File: config.mk
export PLATFORM = sky130hd
export DESIGN_NAME = day_calendar
export DESIGN_NICKNAME = d
export VERILOG_FILES = /design/src/rtl/day_calendar.sv
export SDC_FILE = /design/constraint.sdc
export NUM_CORES = 1
export LEC_CHECK = 0
export CORE_ASPECT_RATIO = 0.9
export CORE_UTILIZATION = 45
export CTS_CLUSTER_SIZE = 10
export DETAILED_ROUTE_END_ITERATION = 16
export PLACE_DENSITY_LB_ADDON = 0.08
export SYNTH_ARGS = -nofsm -noshare
export SYNTH_HDL_FRONTEND = slang
export SYNTH_SLANG_ARGS = --single-unit
File: constraint.sdc
create_clock -name clk -period 2.3 [get_ports clk]
set_input_delay 0.23 -clock clk [delete_from_list [all_inputs] [get_ports clk]]
set_output_delay 0.23 -clock clk [all_outputs]
set_load 0.05 [all_outputs]
File: src/rtl/day_calendar.sv
// day_calendar: registered day/month/year calendar with a day prescaler,
// single-day step requests and a range-checked date load. Every output is
// a flop, so downstream next-day logic can consume tod combinationally.

// Bounded wrapping field counter (day 1..30, month 1..12).
// wrap flags the increment that takes the field from HI back to LO.
module day_calendar_field #(
  parameter int W  = 5,
  parameter int LO = 1,
  parameter int HI = 30
) (
  input  logic         clk,
  input  logic         rst_n,
  input  logic         ld,
  input  logic [W-1:0] ld_val,
  input  logic         inc,
  output logic [W-1:0] val,
  output logic         wrap
);
  localparam logic [W-1:0] LOV = W'(LO);
  localparam logic [W-1:0] HIV = W'(HI);

  // >= rather than == so a field could never run past HI
  assign wrap = inc && (val >= HIV);

  // load has priority; otherwise step or wrap back to LO
  always_ff @(posedge clk or negedge rst_n) begin
    if (!rst_n)   val <= LOV;
    else if (ld)  val <= ld_val;
    else if (inc) val <= wrap ? LOV : val + 1'b1;
  end
endmodule

module day_calendar #(
  parameter int TICKS_PER_DAY = 86400,
  parameter int YEAR_W        = 12
) (
  input  logic              clk,
  input  logic              rst_n,
  input  logic              en,
  input  logic              step,
  input  logic              set_valid,
  input  logic [4:0]        set_day,
  input  logic [3:0]        set_month,
  input  logic [YEAR_W-1:0] set_year,
  output logic              set_ack,
  output logic              set_err,
  output logic [4:0]        tod,
  output logic [3:0]        month,
  output logic [YEAR_W-1:0] year,
  output logic              day_pulse,
  output logic              month_pulse,
  output logic              year_pulse
);
  localparam int PW = (TICKS_PER_DAY > 2) ? $clog2(TICKS_PER_DAY) : 1;
  localparam logic [PW-1:0] TERM = PW'(TICKS_PER_DAY - 1);

  typedef struct packed {
    logic              vld;
    logic [4:0]        day;
    logic [3:0]        mon;
    logic [YEAR_W-1:0] yr;
  } set_req_t;

  set_req_t      req;
  logic [PW-1:0] cnt;
  logic          tick, adv, set_legal, set_bad;
  logic          day_wrap, mon_wrap;

  assign req = '{vld: set_valid, day: set_day, mon: set_month, yr: set_year};

  assign set_legal = req.vld && (req.day >= 5'd1) && (req.day <= 5'd30) &&
                     (req.mon >= 4'd1) && (req.mon <= 4'd12);
  assign set_bad   = req.vld && !set_legal;

  // tick and step collapse into one advance; a legal load masks both
  assign tick = en && (cnt == TERM);
  assign adv  = (tick || step) && !set_legal;

  // day prescaler: counts enabled cycles, restarts on terminal or legal load
  always_ff @(posedge clk or negedge rst_n) begin
    if (!rst_n)         cnt <= '0;
    else if (set_legal) cnt <= '0;
    else if (en)        cnt <= tick ? '0 : cnt + 1'b1;
  end

  day_calendar_field #(.W(5), .LO(1), .HI(30)) u_day (
    .clk    (clk),
    .rst_n  (rst_n),
    .ld     (set_legal),
    .ld_val (req.day),
    .inc    (adv),
    .val    (tod),
    .wrap   (day_wrap)
  );

  day_calendar_field #(.W(4), .LO(1), .HI(12)) u_mon (
    .clk    (clk),
    .rst_n  (rst_n),
    .ld     (set_legal),
    .ld_val (req.mon),
    .inc    (day_wrap),
    .val    (month),
    .wrap   (mon_wrap)
  );

  // year: free-running modulo 2^YEAR_W, bumped on month 12 -> 1
  always_ff @(posedge clk or negedge rst_n) begin
    if (!rst_n)         year <= '0;
    else if (set_legal) year <= req.yr;
    else if (mon_wrap)  year <= year + 1'b1;
  end

  // one-cycle status pulses, aligned with the updated date
  always_ff @(posedge clk or negedge rst_n) begin
    if (!rst_n) begin
      set_ack     <= 1'b0;
      set_err     <= 1'b0;
      day_pulse   <= 1'b0;
      month_pulse <= 1'b0;
      year_pulse  <= 1'b0;
    end else begin
      set_ack     <= set_legal;
      set_err     <= set_bad;
      day_pulse   <= adv;
      month_pulse <= day_wrap;
      year_pulse  <= mon_wrap;
    end
  end
endmodule

==> flow_summary.yaml <==
sta:
  report.final.hold_viol_count: 0
  tightest_slew_ns: 0.6309
  rsz0062_at_grt: "false"
  setup_viol: 0
  headroom_to_the_max_slew_limit_pct: 57.94
  period_share_pct: 94.48
  min_period_ns: 2.173
  worst_clock_skew_ns: 0.004949
  whs_ns: 0.4770
  achievable-frequency_mhz: 460.2
  drv_slew: 0
place:
  gp_routability_congestion: 0.8755
  place_inst: 384
  dpl.hpwl_um: 4417
  placement.io_buffers: 51
yosys:
  synth_sequential_area_ratio_pct: 45.80
  async_reset_ff_share_pct: 100.0
  cell_area_after_technology_mapping_um2: 2355
  top_reg_cell_synth: "sky130_fd_sc_hd__dfrtp_1"
  synth_common_cells: "sky130_fd_sc_hd__dfrtp_1, sky130_fd_sc_hd__nor2_1, sky130_fd_sc_hd__nand2_1"
  synth_seq_cells: 43
  synth_compound_gate_area_share_pct: 16.79
  synth_xor_xnor_area_share_pct: 3.348
  synth_largest_area_cell: "sky130_fd_sc_hd__dfrtp_1"
  synth_edf_count: 0
  postSynthCellCount: 264
  synth_fa_ha_area_share_pct: 2.657
  yosys.area_share.simple_pct: 28.69
  synthesis.area_per_instance_um2: 8.920
  synth.mux.area_fraction_pct: 0
  main_combinational_cell_family_by_area_after_synthesis: "simple AND/OR/NAND/NOR gates"
  synth_top_cells_by_area: "sky130_fd_sc_hd__dfrtp_1, sky130_fd_sc_hd__nor2_1, sky130_fd_sc_hd__o21ai_0, sky130_fd_sc_hd__a31oi_1, sky130_fd_sc_hd__nand2_1"
  synth-warning-count: 0
  synth.lib_cells_used.distinct: 36
  synth.net_count: 295
  proportion_of_netlist_area_held_by_the_largest_area_contributor_pct: 43.57
  synthMostInstantiatedCell: "sky130_fd_sc_hd__dfrtp_1"
setup_path:
  critical_path.max_stage_delay_ns: 0.44
  worstPathRequired_ns: 2.51
  critPathLaunchType: "flip-flop"
  setup.worst_path.class: "reg2reg"
  timing.critical_path.buf_inv: 1
  crit_path_max_fanout: 10
  crit_path_cells: "nor4bb_2 -> nand4_1 -> o21a_1 -> buf_4 -> or3_1 -> a31oi_1"
  cpLargestDelayFamily: "simple AND/OR/NAND/NOR gates"
  worstSetupEndpointType: "flip-flop"
  worst-endpoint-arrival_ns: 2.38
  critPathSlowestCell: "sky130_fd_sc_hd__dfrtp_1"
clock_tree:
  tritoncts: "done"
  clock_latency_ns: 0.30
  cts_made_buffers: 5
  htreeDepth: 2
  cts.sinks: 43
  clockRootBuffer: "sky130_fd_sc_hd__clkbuf_8"
  postCtsSetupBuffers: 0
  cts.path.max_buffers: 2
  clock_transition_at_path_regs_ns: 0.08
global_routing:
  globalRoute.totalOverflow: 0
  globalRouteTotalUtil_pct: 23.52
  grt_start_max_net_pins: 28
  antenna_found_initial: 0
  grt_pass1_vias: 2144
  wire_length_of_the_first_global_routing_pass_um: 10160
routing:
  post-route-drc-count: 0
  routed_wire_length_per_instance_um: 15.69
  routed_wire_length_um: 6166
  detail-route-antenna-nets: 0
  dr.first_iter.drc_count: 195
  number_of_iterations_in_the_first_detailed_routing_pass: 4
  route.vias.total: 2327
  drt-vias-per-instance: 5.921
floorplan:
  boundaryPins: 52
  start_util_pct: 47.82
  area_of_the_die_um2: 5526
  core_area_um2: 4925
  row_count: 24
  floorplan.die.height_um: 70.63
  fp.dieW_um: 78.25
final_layout:
  area_growth_pct: 32.94
  layout.nets: 358
  layout.cells.non_filler: 393
  post_route_cells_drive_above_1_share_pct: 9.146
  filler_cell_count: 441
  antenna_cell_count: 0
pwr:
  power_density_nw_per_um2: 687.9
  power.ir.vdd_worst_mv: 0.4108
  leakagePower_nw: 1.251
outcome:
  result_of_the_run: "complete, no violations"
hold_path:
  hold_path_class: "in2async"
job:
  maxCapViolations: 0
==> placed cells by master (no fill, tap or decap), types with 6 or more instances in the layout <==
cell type	n
sky130_fd_sc_hd__nand4b_1	6
sky130_fd_sc_hd__xor2_1	9
sky130_fd_sc_hd__or3_1	9
sky130_fd_sc_hd__or4_1	6
sky130_fd_sc_hd__a21oi_1	12
sky130_fd_sc_hd__nand2_1	24
sky130_fd_sc_hd__nand3_1	13
sky130_fd_sc_hd__buf_4	15
sky130_fd_sc_hd__and3_1	8
sky130_fd_sc_hd__o21ai_0	23
sky130_fd_sc_hd__o31ai_1	6
sky130_fd_sc_hd__a31oi_1	15
sky130_fd_sc_hd__clkdlybuf4s50_1	50
sky130_fd_sc_hd__clkbuf_8	6
sky130_fd_sc_hd__nand4_1	9
sky130_fd_sc_hd__dfrtp_1	40
sky130_fd_sc_hd__nor2_1	31
==> registers in the layout (all words and copies together), names as in the netlist <==
name and cells:
day_pulse 1, set_err 1, set_ack 1, year_pulse 1
year 12, u_day.val 5, month_pulse 1, cnt 17
u_mon.val 4
==> kinds of logic (layout without fill, tap and decap cells) <==
logic type               count (synthesis)  count (layout)
adder cells (fa/ha/maj)                  5               5
XOR/XNOR                                 9               9
flip-flops                              43              43
AND/OR/NAND/NOR                        126             126
buffers and inverters                   15              79
AO/OA/AOI/OAI                           66              66
==> through the flow <==
stage / TNS [ns] / power (mW) / util [%] / area, µm² / setup slack [ns]
finish: 0 / 2.154 / 63.57 / 3131 / 0.1270
global route: 0 / 2.256 / 63.57 / 3131 / 0.004049
CTS: 0 / 2.163 / 63.44 / 3124 / 0.1300
detailed placement: -0.2544 / 1.652 / 61.38 / 3023 / -0.05683
global placement: 0 / 1.644 / 61.38 / 3023 / 0.01509
floorplan: 0 / 1.362 / - / 2356 / 0.1725
==> final timing paths <==
kind	from	to	slack (ns)	depth (start not counted)
hold reg to reg	cnt[5]	cnt[5]	0.55	2
min in group clk	set_year[11]	year[11]	0.51	3
setup / recovery	cnt[13]	year[7]	0.13	6
hold / removal	rst_n	set_err	0.48	2
max in group asynchronous	rst_n	u_mon.val[0]	1.16	3
setup reg to reg	cnt[13]	year[7]	0.13	6
==> report_power, final <==
part	internal, mW	switching [mW]	total, mW	leakage, nW
clock network	0.243	0.267	0.510	0.0482
registers	0.835	0.0990	0.934	0.535
logic	0.264	0.445	0.710	0.668
==> final cells by class <==
cell class	instances	area [µm²]	share of cell area [%]
Clock buffer	7	86.33	2.758
Clock inverter	1	5.005	0.1599
Inverter	3	11.26	0.3597
Multi-Input combinational cell	206	1219	38.93
Sequential cell	43	1080	34.49
Tap cell	65	81.33	2.598
Timing Repair Buffer	68	648.1	20.70
==> worst register-to-register path: stages (launching register included) <==
cell and delay, ns:
sky130_fd_sc_hd__dfrtp_1 0.44, sky130_fd_sc_hd__nor4bb_2 0.40, sky130_fd_sc_hd__nand4_1 0.18, sky130_fd_sc_hd__o21a_1 0.30, sky130_fd_sc_hd__buf_4 0.21, sky130_fd_sc_hd__or3_1 0.34, sky130_fd_sc_hd__a31oi_1 0.21
==> timing repair <==
action / in CTS / in global routing
hold buffers: 1 / 0
gates resized for setup: 0 / 1
endpoints found under the hold margin: 24 / 0
endpoints found under the setup margin: 0 / 1
==> metal layers <==
layer | vias to the layer above | wire (µm) | GRT usage [%]
met1 | 1113 | 2864 | 33.42
met3 | 15 | 438 | 4.258
met2 | 93 | 2780 | 35.48
met5 | - | 0 | 0
li1 | 1106 | - | -
met4 | 0 | 82 | 9.671
No activity file was read; power rests on OpenSTA's default activity.
